==> src/rtl/shared_tlb_arbiter.sv <==
// rtl/shared_tlb_arbiter.sv - round-robin ITLB/DTLB miss sequencer for the shared second-level TLB
//
// Ports:
//   clk_i, rst_i (async, active-high), flush_i (address-space flush)
//   itlb_req_i/itlb_vpn_i/itlb_gnt_o/itlb_rsp_valid_o : ITLB miss channel
//   dtlb_req_i/dtlb_vpn_i/dtlb_gnt_o/dtlb_rsp_valid_o : DTLB miss channel
//   rsp_ppn_o/rsp_err_o                               : shared response data, qualified by *_rsp_valid_o
//   stlb_lu_*                                         : shared-TLB lookup port (hit returns next cycle)
//   stlb_fill_*                                       : shared-TLB refill strobe and data
//   ptw_*                                             : page-table walker handshake (level req, pulse done)
module shared_tlb_arbiter #(
    parameter int VPN_W = 27,
    parameter int PPN_W = 44
) (
    input  logic             clk_i,
    input  logic             rst_i,
    input  logic             flush_i,
    input  logic             itlb_req_i,
    input  logic [VPN_W-1:0] itlb_vpn_i,
    output logic             itlb_gnt_o,
    output logic             itlb_rsp_valid_o,
    input  logic             dtlb_req_i,
    input  logic [VPN_W-1:0] dtlb_vpn_i,
    output logic             dtlb_gnt_o,
    output logic             dtlb_rsp_valid_o,
    output logic [PPN_W-1:0] rsp_ppn_o,
    output logic             rsp_err_o,
    output logic             stlb_lu_valid_o,
    output logic [VPN_W-1:0] stlb_lu_vpn_o,
    input  logic             stlb_lu_hit_i,
    input  logic [PPN_W-1:0] stlb_lu_ppn_i,
    output logic             stlb_fill_o,
    output logic [VPN_W-1:0] stlb_fill_vpn_o,
    output logic [PPN_W-1:0] stlb_fill_ppn_o,
    output logic             ptw_req_o,
    output logic [VPN_W-1:0] ptw_vpn_o,
    input  logic             ptw_done_i,
    input  logic [PPN_W-1:0] ptw_ppn_i,
    input  logic             ptw_err_i
);

    typedef enum logic [2:0] {
        S_IDLE,
        S_LOOKUP,
        S_CHECK,
        S_WALK,
        S_RESP
    } state_t;

    state_t             state;
    logic               last_d;     // 1: DTLB was granted last, 0: ITLB was granted last
    logic               owner_d;    // owner of the transaction in flight
    logic               discard;    // walk was flushed; drop its result
    logic [VPN_W-1:0]   vpn_q;
    logic [PPN_W-1:0]   ppn_q;
    logic               err_q;

    logic               can_grant;
    logic               pick_d;
    logic               any_gnt;
    logic               walk_done;

    // DTLB wins unless ITLB is also requesting and DTLB held the last grant.
    assign can_grant  = (state == S_IDLE) && !flush_i;
    assign pick_d     = dtlb_req_i && (!itlb_req_i || !last_d);
    assign dtlb_gnt_o = can_grant && pick_d;
    assign itlb_gnt_o = can_grant && itlb_req_i && !pick_d;
    assign any_gnt    = dtlb_gnt_o || itlb_gnt_o;

    assign walk_done  = (state == S_WALK) && ptw_done_i;

    // The refill must coincide with the walker's done pulse, so it is decoded
    // combinationally; a flush in that same cycle also blocks the stale fill.
    assign stlb_fill_o     = walk_done && !ptw_err_i && !discard && !flush_i;
    assign stlb_fill_vpn_o = vpn_q;
    assign stlb_fill_ppn_o = stlb_fill_o ? ptw_ppn_i : '0;

    assign stlb_lu_valid_o  = (state == S_LOOKUP);
    assign stlb_lu_vpn_o    = vpn_q;
    assign ptw_req_o        = (state == S_WALK);
    assign ptw_vpn_o        = vpn_q;

    assign itlb_rsp_valid_o = (state == S_RESP) && !flush_i && !owner_d;
    assign dtlb_rsp_valid_o = (state == S_RESP) && !flush_i && owner_d;
    assign rsp_ppn_o        = ppn_q;
    assign rsp_err_o        = err_q;

    always_ff @(posedge clk_i or posedge rst_i) begin
        if (rst_i) begin
            state   <= S_IDLE;
            last_d  <= 1'b0;
            owner_d <= 1'b0;
            discard <= 1'b0;
            vpn_q   <= '0;
            ppn_q   <= '0;
            err_q   <= 1'b0;
        end else begin
            case (state)
                S_IDLE: begin
                    discard <= 1'b0;
                    if (any_gnt) begin
                        vpn_q   <= pick_d ? dtlb_vpn_i : itlb_vpn_i;
                        owner_d <= pick_d;
                        last_d  <= pick_d;
                        state   <= S_LOOKUP;
                    end
                end
                S_LOOKUP: begin
                    state <= flush_i ? S_IDLE : S_CHECK;
                end
                S_CHECK: begin
                    if (flush_i) begin
                        state <= S_IDLE;
                    end else if (stlb_lu_hit_i) begin
                        ppn_q <= stlb_lu_ppn_i;
                        err_q <= 1'b0;
                        state <= S_RESP;
                    end else begin
                        state <= S_WALK;
                    end
                end
                S_WALK: begin
                    if (ptw_done_i) begin
                        if (discard || flush_i) begin
                            discard <= 1'b0;
                            state   <= S_IDLE;
                        end else begin
                            ppn_q <= ptw_ppn_i;
                            err_q <= ptw_err_i;
                            state <= S_RESP;
                        end
                    end else if (flush_i) begin
                        // The walker cannot be cancelled; keep the request up and drop the result.
                        discard <= 1'b1;
                    end
                end
                S_RESP: begin
                    state <= S_IDLE;
                end
                default: begin
                    state <= S_IDLE;
                end
            endcase
        end
    end

endmodule

==> config.mk <==
export PLATFORM = sky130hd
export DESIGN_NAME = shared_tlb_arbiter
export DESIGN_NICKNAME = d
export VERILOG_FILES = /design/src/rtl/shared_tlb_arbiter.sv
export SDC_FILE = /design/constraint.sdc
export NUM_CORES = 1
export LEC_CHECK = 0
export BUFFER_PORTS_ARGS = -buffer_cell sky130_fd_sc_hd__buf_2
export CELL_PAD_IN_SITES_DETAIL_PLACEMENT = 0
export CELL_PAD_IN_SITES_GLOBAL_PLACEMENT = 1
export CORE_UTILIZATION = 26
export CTS_CLUSTER_DIAMETER = 120
export DETAILED_ROUTE_END_ITERATION = 6
export GPL_TIMING_DRIVEN = 1
export PLACE_DENSITY_LB_ADDON = 0.1
export RECOVER_POWER = 100
export SLEW_MARGIN = 25
export SYNTH_ARGS = -nofsm -noshare
export SYNTH_HDL_FRONTEND = slang
export SYNTH_SLANG_ARGS = --single-unit
export TNS_END_PERCENT = 30
==> constraint.sdc <==
create_clock -name clk_i -period 2.25 [get_ports clk_i]
set_input_delay 0.225 -clock clk_i [delete_from_list [all_inputs] [get_ports clk_i]]
set_output_delay 0.225 -clock clk_i [all_outputs]
set_load 0.005 [all_outputs]
==> flow_metrics.tcl, run 1 <==
set metrics [dict create \
    ir_worst_vdd_mv 0.413 \
    clk_pin_slew_worst_paths_ns 0.06 \
    tns_ns 0 \
    wl_met2_um 7540 \
    totalWireLength_um 14700 \
    pin_count 327 \
    synth_flop_cell "dfrtp_1" \
    numCtsBuffers 9 \
    wirelength_met1_um 5920 \
    placed_cell_area_sq_um 5930 \
    maxCapViolCount 0 \
    finalCritPeriodShare 0.947 \
    synth_seq_cells 77 \
    post-route-min-period_ns 2.13 \
    ys_top_cells_by_count "dfrtp_1 (77), buf_4 (54), and2_1 (44), o22ai_1 (44), a2bb2oi_2 (38)" \
    setup_viol 0 \
    dp_hpwl_um 10900 \
    final_cells 883 \
    routedWlPerCell_um 16.6 \
    min_path_cells 2 \
    crit_path_start_kind "flip-flop" \
    dp.cells 865 \
    htreeDepth 3 \
    top_layer_used "met5" \
    grt_pass1_wl_um 22000 \
    numPortBuffers 326 \
    netlist_instances 397 \
    areaGrowthSynthToFinish_pct 33.2 \
    overflow 0 \
    worstSetupPathType "reg -> out" \
    syn_avg_cell_area_sq_um 11.3 \
    cp.arrival_ns 1.90 \
    antenna_found_initial 2 \
    num_rows 47 \
    netlist_area_sq_um 4490 \
    slew_violations 0 \
    fp.dieH_um 133 \
    netlist_top_cells_area "dfrtp_1 (43%), a2bb2oi_2 (13%), buf_4 (9.0%)" \
    powerDensity_nw_per_um2 1150 \
    root_buffer "clkbuf_16" \
    outcome "finished clean" \
    skew_ns 0.00746 \
    synth_edf_count 0 \
    vias_per_cell 4.67 \
    clock_sinks 77 \
    route.detailed.drc 0 \
    crit_path_max_fanout 24 \
    finalHoldViolations 0 \
    route.met3.wl_um 927 \
    async_reset_ff_frac 1.00 \
    start_util 0.269 \
    grt_max_degree 46 \
    core-area_sq_um 16700 \
    grt.total_usage 0.161 \
    dieArea_sq_um 17800 \
    final_nets 807 \
    syn_nets 547 \
    r2r_cells 4 \
    ys.warnings.count 0 \
    synth.most_common_cell "dfrtp_1" \
    drtIter0Drc 91 \
    cts_tree "yes" \
    p_leak_uw 0.00280 \
    grt_pass1_vias 3971 \
    fin_area_sq_um 5980 \
    worst_slew_pin_slew_ns 1.27 \
    cts_buffer_depth 2 \
    antenna_left 0 \
    required_ns 2.03 \
    yosysSeqAreaShare 0.430 \
    fin_util 0.358 \
    synth_top_area_share 0.430 \
    hold_class "in -> reg" \
    maxSlewHeadroom 0.155 \
    cp-end-kind "primary output" \
    clk_latency_ns 0.34 \
    vias 4122 \
    rsz0062_at_grt "false" \
    fp.dieW_um 133 \
    gp_congestion 0.769 \
    yosysTopAreaCell "dfrtp_1" \
    drtPass1Iterations 6 \
    max_freq_mhz 470 \
    yosys.cell_types.count 35 \
    final_layout_size_suffix_gt1_frac 0.453 \
]
==> final timing paths <==
| check | startpoint | endpoint | slack [ns] |
|---|---|---|---|
| max in group asynchronous | rst_i | ptw_vpn_o[26]$_DFFE_PP0P_ | 0.40 |
| min in group asynchronous | rst_i | rsp_ppn_o[36]$_DFFE_PP0P_ | 0.78 |
| hold reg to reg | rsp_err_o$_DFFE_PP0P_ | rsp_err_o$_DFFE_PP0P_ | 0.51 |
| setup reg to reg | state[1]$_DFFE_PP0P_ | rsp_ppn_o[4]$_DFFE_PP0P_ | 0.24 |
| hold / removal | itlb_req_i | owner_d$_DFFE_PP0P_ | 0.15 |
| setup / recovery | state[2]$_DFFE_PP0P_ | stlb_fill_ppn_o[28] | 0.12 |
==> cell type report <==
cell class / count / area, sq um
Timing Repair Buffer: 340 / 1680
Clock inverter: 5 / 106
Tap cell: 220 / 275
Sequential cell: 77 / 1930
Fill cell: 1809 / 10700
Clock buffer: 11 / 253
Multi-Input combinational cell: 224 / 1720
Antenna cell: 1 / 2.50
Inverter: 5 / 18.8
==> kinds of logic (layout without fill, tap and decap cells) <==
kind of cell | count (synthesis) | count (layout) | share of synthesized area
AO/OA/AOI/OAI | 155 | 155 | 0.329
buffers and inverters | 96 | 361 | 0.139
AND/OR/NAND/NOR | 69 | 69 | 0.103
flip-flops | 77 | 77 | 0.430
other | 0 | 1 | 0
==> critical path, cell delays in order (launching register included) <==
cell and delay, ns:
dfrtp_1 0.49, nand4b_1 0.28, nor4_2 0.29, buf_6 0.25
and2_1 0.16, buf_2 0.11
==> registers in the layout (all words and copies together) (netlist names) <==
name / flops
discard: 1
owner_d: 1
ptw_vpn_o: 27
rsp_err_o: 1
rsp_ppn_o: 44
state: 3
==> repair_timing <==
item | 4_1_cts | 5_1_grt
endpoints found under the setup margin | 0 | 25
buffers inserted | 0 | 0
resized for setup | 0 | 3
hold buffers | 1 | 0
endpoints found under the hold margin | 29 | 0
==> layer usage <==
layer,vias up,global-route usage
met5,-,0
met3,18,0.0400
met1,1945,0.186
met4,2,0.0638
met2,174,0.284
li1,1983,-
==> placed cells by master, fill, tap and decap left out, drive strengths merged, types with 5 or more instances in the layout <==
master,Yosys,routed
buf,73,266
clkbuf,18,84
dfrtp,77,77
a2bb2oi,71,71
o22ai,44,44
and2,44,44
o32ai,27,27
inv,5,5
nor2,5,5
a21oi,5,5
==> per-stage QoR <==
step | hold WS [ns] | power [uW] | setup WS (ns)
finish | 0.150 | 6890 | 0.120
global route | 0.143 | 7370 | 0.0121
CTS | 0.132 | 7420 | 0.0702
detailed placement | 0.305 | 5660 | 0.429
global placement | 0.290 | 5620 | 0.492
floorplan | 0.329 | 4690 | 0.0583
==> where the power goes <==
| group | switching, uW | internal [uW] | total, uW |
|---|---|---|---|
| registers | 509 | 2050 | 2550 |
| clock network | 578 | 1150 | 1720 |
| logic | 1210 | 1400 | 2610 |
No activity file was read; power rests on OpenSTA's default activity.
==> run 2, diff against run 1 <==
--- a/config.mk
+++ b/config.mk
@@ -13,7 +13,6 @@
 export DETAILED_ROUTE_END_ITERATION = 6
 export GPL_TIMING_DRIVEN = 1
 export PLACE_DENSITY_LB_ADDON = 0.1
-export RECOVER_POWER = 100
 export SLEW_MARGIN = 25
 export SYNTH_ARGS = -nofsm -noshare
 export SYNTH_HDL_FRONTEND = slang
==> run 2 against run 1 <==
  * Maximum frequency rose by 0.55%
  * Global-route usage unchanged
  * Largest power group unchanged
  * Critical path depth stayed put
  * Non-clock buffer count unchanged
  * Wire length down 0.66%
  * Clock power about the same
  * Sequential power about the same
  * Clock-buffer cell count unchanged
  * Worst setup slack better by 0.012 ns
  * Register-to-register slack improved by 0.20 ns
  * Power is 5.7% higher
==> flow_metrics.tcl, run 2 (synthesis results as in run 1) <==
set metrics [dict create \
    final_layout_size_suffix_gt1_frac 0.613 \
    r2r-end "rsp_ppn_o[42]$_DFFE_PP0P_" \
    reg2reg_from "state[1]$_DFFE_PP0P_" \
    n_fill_cell 1750 \
    max_freq_mhz 472 \
    dieArea_sq_um 17800 \
    final_nets 807 \
    setup_viol 0 \
    drtIter0Drc 83 \
    antenna_left 0 \
    outcome "finished clean" \
    slew_violations 0 \
    maxCapViolCount 0 \
    r2r_cells 4 \
    hp-start "itlb_req_i" \
    core-area_sq_um 16700 \
    pin_count 327 \
    cp.arrival_ns 1.89 \
    route.detailed.drc 0 \
    clk_latency_ns 0.34 \
    mostFrequentLayoutCell "buf_2" \
    worstSetupPathType "reg -> out" \
    drtPass1Iterations 4 \
    finalHoldViolations 0 \
    vias_per_cell 4.67 \
    numCtsBuffers 9 \
    rsz0062_at_grt "false" \
    required_ns 2.03 \
    fp.dieH_um 133 \
    min_path_cells 2 \
    crit_buf_inv 2 \
    totalWireLength_um 14600 \
    cp-end-kind "primary output" \
    grt_max_degree 46 \
    vias 4126 \
    root_buffer "clkbuf_16" \
    grt_pass1_wl_um 22000 \
    routedWlPerCell_um 16.5 \
    maxSlewHeadroom 0.613 \
    crit_path_max_incr_delay_ns 0.49 \
    grt.total_usage 0.161 \
    gp_congestion 0.769 \
    fin_area_sq_um 6310 \
    post-route-min-period_ns 2.12 \
    hold_class "in -> reg" \
    overflow 0 \
    fp.dieW_um 133 \
    htreeDepth 3 \
    areaGrowthSynthToFinish_pct 40.7 \
    hold_end "owner_d$_DFFE_PP0P_" \
    worst_slew_pin_slew_ns 0.580 \
    powerDensity_nw_per_um2 1150 \
    numPortBuffers 326 \
    crit_chain "nand4b_1 -> nor4_4 -> buf_6 -> and2_1 -> buf_2" \
    clock_sinks 77 \
    dp_hpwl_um 10900 \
    ir_worst_vdd_mv 0.419 \
    cts_buffer_depth 2 \
    grt_pass1_vias 3971 \
    crit_path_start_kind "flip-flop" \
    largest_reg_flops 44 \
    start_util 0.269 \
    crit_path_max_fanout 24 \
    clk_pin_slew_worst_paths_ns 0.06 \
    regToRegSetupSlack_ns 0.44 \
    p_leak_uw 0.00305 \
    critPathSlowestCell "dfrtp_1" \
    finalCritPeriodShare 0.941 \
    num_rows 47 \
    antenna_found_initial 2 \
    crit_family "simple AND/OR/NAND/NOR gates" \
    final_cell_mix "buf_2 (326), dfrtp_1 (76), o22ai_1 (44), and2_1 (44), a2bb2oi_2 (38)" \
    tns_ns 0 \
    placed_cell_area_sq_um 5930 \
    skew_ns 0.00721 \
    cts_tree "yes" \
]
run 2: power breakdown:
group	switching (uW)	total [uW]	internal [uW]
logic	1250	2980	1730
registers	537	2580	2050
clock network	572	1720	1150
run 2: worst reg2reg max path, delay by kind of cell (launching register included):
family | cells | cell delay (ns)
and+or+nand+nor | 1 | 0.46
AOI/OAI and AO/OA | 2 | 0.47
buffers and inverters | 1 | 0.29
DFF | 1 | 0.52
run 2: metrics by stage:
step / util / hold slack [ns] / setup slack, ns / cells / power (uW)
global route: 0.378 / 0.143 / 0.0217 / 882 / 7780
CTS: 0.377 / 0.132 / 0.0702 / 882 / 7420
global placement: 0.355 / 0.290 / 0.492 / 865 / 5620
detailed placement: 0.355 / 0.305 / 0.429 / 865 / 5660
finish: 0.378 / 0.151 / 0.132 / 883 / 7280
floorplan: - / 0.329 / 0.0583 / 397 / 4690
run 2: repair_timing:
item	in CTS	in global routing
endpoints found under the setup margin	0	25
setup buffers	0	0
gates resized for setup	0	3
hold buffers	1	0
hold endpoints to repair	29	0
run 2: routing by layer:
layer,share of wire,global-route usage,up-vias
met5,0.00089,0,-
met4,0.017,0.0638,2
met3,0.060,0.0400,18
met2,0.51,0.284,170
met1,0.41,0.186,1947
li1,-,-,1989
run 2: cell type report:
type / instances / area, sq um / share of cell area
Antenna cell: 1 / 2.50 / 0.000397
Clock buffer: 11 / 253 / 0.0401
Clock inverter: 5 / 106 / 0.0169
Inverter: 5 / 20.0 / 0.00317
Multi-Input combinational cell: 224 / 1950 / 0.310
Sequential cell: 77 / 1930 / 0.306
Tap cell: 220 / 275 / 0.0436
Timing Repair Buffer: 340 / 1770 / 0.281
run 2: how the worst max path moves through the flow:
| stage | startpoint | end | slack, ns | cells past startpoint |
|---|---|---|---|---|
| global route | state[2]$_DFFE_PP0P_ | stlb_fill_ppn_o[35] | 0.02 | 5 |
| global placement | state[1]$_DFFE_PP0P_ | rsp_ppn_o[41]$_DFFE_PP0P_ | 0.49 | 4 |
| CTS | state[2]$_DFFE_PP0P_ | stlb_fill_ppn_o[28] | 0.07 | 5 |
| floorplan | rst_i | discard$_DFFE_PP0P_ | 0.06 | 1 |
| finish | state[2]$_DFFE_PP0P_ | stlb_fill_ppn_o[28] | 0.13 | 5 |
| detailed placement | state[1]$_DFFE_PP0P_ | rsp_ppn_o[42]$_DFFE_PP0P_ | 0.43 | 4 |
==> run 3, diff against run 2 <==
--- a/config.mk
+++ b/config.mk
@@ -5,10 +5,11 @@
 export SDC_FILE = /design/constraint.sdc
 export NUM_CORES = 1
 export LEC_CHECK = 0
+export ABC_AREA = 1
 export BUFFER_PORTS_ARGS = -buffer_cell sky130_fd_sc_hd__buf_2
 export CELL_PAD_IN_SITES_DETAIL_PLACEMENT = 0
 export CELL_PAD_IN_SITES_GLOBAL_PLACEMENT = 1
-export CORE_UTILIZATION = 26
+export CORE_UTILIZATION = 25
 export CTS_CLUSTER_DIAMETER = 120
 export DETAILED_ROUTE_END_ITERATION = 6
 export GPL_TIMING_DRIVEN = 1
==> run 3 against run 2 <==
  * The run now ends with design-rule violations left
  * Clock power decreased by 24%
  * Combinational power barely moved
  * Clock skew fell by 0.0028 ns
  * Core utilization decreased by 2.8 points
  * Clock-buffer cell count is 2 higher
  * Synthesized cell count grew 62%
  * Maximum frequency grew 6.5%
  * Final cell count is 28% higher
  * Register-to-register slack better by 0.04 ns
==> flow_metrics.tcl, run 3 <==
set metrics [dict create \
    outcome "finished, violations left" \
    violations "design-rule violations" \
    reg2reg_from "state[1]$_DFFE_PP0P_" \
    r2r_cells 7 \
    async_reset_ff_frac 1.00 \
    hp-start "itlb_vpn_i[9]" \
    switching_share 0.394 \
    drtPass1Iterations 7 \
    hold_class "in -> reg" \
    cp.arrival_ns 1.76 \
    syn_avg_cell_area_sq_um 7.30 \
    hold_ws_ns 0.147 \
    final_layout_size_suffix_gt1_frac 0.429 \
    seq_area_sq_um 1930 \
    grt_max_degree 91 \
    grt_pass1_wl_um 25000 \
    fp.dieH_um 139 \
    grt_pass1_vias 4644 \
    synth_xor_area_frac 0 \
    synth_seq_cells 77 \
    yosysSeqAreaShare 0.410 \
    route.detailed.drc 25 \
    cts_buffer_depth 2 \
    num_rows 49 \
    clk_pin_slew_worst_paths_ns 0.05 \
    ys.warnings.count 0 \
    rsz0062_at_grt "false" \
    routedWlPerCell_um 14.1 \
    min_path_cells 3 \
    total_power_uw 6700 \
    max_freq_mhz 503 \
    worstSetupPathType "reg -> out" \
    cts_tree "yes" \
    finalCritPeriodShare 0.884 \
    totalWireLength_um 16000 \
    netlist_area_sq_um 4700 \
    placed_cell_area_sq_um 6100 \
    maxCapViolCount 0 \
    dp_hpwl_um 12300 \
    numCtsBuffers 9 \
    dieArea_sq_um 19400 \
    yosysTopAreaCell "dfrtp_1" \
    vias_per_cell 4.35 \
    comb_power_share 0.441 \
    grt.total_usage 0.166 \
    antenna_left 0 \
    netlist_instances 644 \
    root_buffer "clkbuf_16" \
    dpl_worst_slack_ns 0.448 \
    ir_worst_vdd_mv 0.340 \
    antenna_found_initial 0 \
    finalHoldViolations 0 \
    crit_path_max_fanout 35 \
    vias 4926 \
    fp.dieW_um 139 \
    final_nets 1049 \
    crit_path_start_kind "flip-flop" \
    start_util 0.258 \
    slew_violations 0 \
    htreeDepth 3 \
    clk_latency_ns 0.34 \
    synth_fa_ha_area_frac 0 \
    worst_slew_pin_slew_ns 0.613 \
    ys_top_cells_by_count "nand2_1 (172), nand3_1 (79), dfrtp_1 (77)" \
    synth.area.mux_share 0 \
    numPortBuffers 326 \
    n_fill_cell 2016 \
    synth.most_common_cell "nand2_1" \
    mostFrequentLayoutCell "buf_2" \
    syn_nets 794 \
    cts_setup_buffers 0 \
    core-area_sq_um 18200 \
    areaGrowthSynthToFinish_pct 35.5 \
    p_leak_uw 0.00397 \
    multi_input_area_sq_um 1940 \
    post-route-min-period_ns 1.99 \
    n_antenna_cell 0 \
    synth_flop_cell "dfrtp_1" \
    clock_sinks 77 \
    cp-end-kind "primary output" \
    synth_compound_area_frac 0.0990 \
    yosys.cell_types.count 22 \
    synth_top_area_share 0.410 \
    drtIter0Drc 215 \
    regToRegSetupSlack_ns 0.48 \
    tns_ns 0 \
    overflow 0 \
    pwr-share-seq 0.365 \
    gp_congestion 0.774 \
    synth_top_family_by_area "simple AND/OR/NAND/NOR gates" \
    skew_ns 0.00441 \
    synth_edf_count 0 \
    clock_power_share 0.194 \
    maxSlewHeadroom 0.591 \
    hold_end "ptw_vpn_o[9]$_DFFE_PP0P_" \
    pin_count 327 \
    setup_viol 0 \
    synth-simple-area-share 0.314 \
    worst_slack_ns 0.260 \
    fin_area_sq_um 6370 \
    netlist_top_cells_area "dfrtp_1 (41%), nand2_1 (14%), buf_4 (9.4%)" \
    powerDensity_nw_per_um2 1050 \
    p_int_uw 4060 \
    required_ns 2.03 \
    r2r-end "rsp_ppn_o[31]$_DFFE_PP0P_" \
    largest_reg_flops 44 \
    p_switching_uw 2640 \
    final_cell_mix "buf_2 (326), nand2_1 (172), nand3_1 (79), dfrtp_1 (77), nor2_1 (57)" \
]
## run 3: cell count changes after synthesis, moves of 44 or more
cell	delta
inv_1	+50
and2_1	-44
nand2_1	+169
nor2_1	+53
nand3_1	+79
o22ai_1	-44
## run 3: routing by layer
layer,wire length (um),global-route usage,vias to the layer above,part of all wire
met5,0,0,-,0
met4,398,0.0731,0,0.025
met3,1180,0.0425,18,0.074
met2,8070,0.297,221,0.50
met1,6360,0.185,2197,0.40
li1,-,-,2490,-
## run 3: per-stage QoR
stage,std cells,utilization
CTS,1132,0.350
detailed placement,1116,0.335
floorplan,644,-
global route,1132,0.350
finish,1132,0.350
global placement,1116,0.335
## run 3: power by group through the flow
stage	combinational (uW)	sequential, uW	clock [uW]
2_1_floorplan	2010	2460	0
3_3_place_gp	3010	2460	0
3_5_place_dp	3030	2470	0
4_1_cts	3040	2460	1370
5_1_grt	3360	2540	1420
6_report	2950	2450	1300
## run 3: critical path: stages (launching register included)
cell,delay [ns]
dfrtp_1,0.42
nand2_1,0.13
nor2_4,0.16
nand4_2,0.13
buf_4,0.27
nor2_1,0.17
buf_2,0.14
## run 3: what timing repair did
item | in CTS | in global routing
hold buffers | 1 | 0
setup endpoints to repair | 0 | 0
gates resized for setup | 0 | 0
hold endpoints to repair | 32 | 0
## run 3: worst max-delay path by stage
stage,startpoint,slack (ns),to
after CTS,state[0]$_DFFE_PP0P_,0.21,stlb_fill_ppn_o[21]
after global placement,state[0]$_DFFE_PP0P_,0.50,rsp_ppn_o[38]$_DFFE_PP0P_
final,state[0]$_DFFE_PP0P_,0.26,stlb_fill_ppn_o[21]
after global routing,state[0]$_DFFE_PP0P_,0.13,stlb_fill_ppn_o[21]
after detailed placement,state[2]$_DFFE_PP0P_,0.45,rsp_ppn_o[2]$_DFFE_PP0P_
after floorplan,rst_i,0.06,discard$_DFFE_PP0P_
## run 3: cell families (layout without fill, tap and decap cells)
group                  count (synthesis)  count (layout)
AO/OA/AOI/OAI                         76              76
buffers and inverters                151             410
flip-flops                            77              77
AND/OR/NAND/NOR                      340             340
## run 3: final cells by class
class                   instances  area share
clock buffers                  13      0.0393
inverters                      59      0.0349
repair buffers                336       0.272
clock inverters                 2     0.00157
multi-input cells             416       0.305
well taps                     229      0.0449
flip-flops and latches         77       0.302
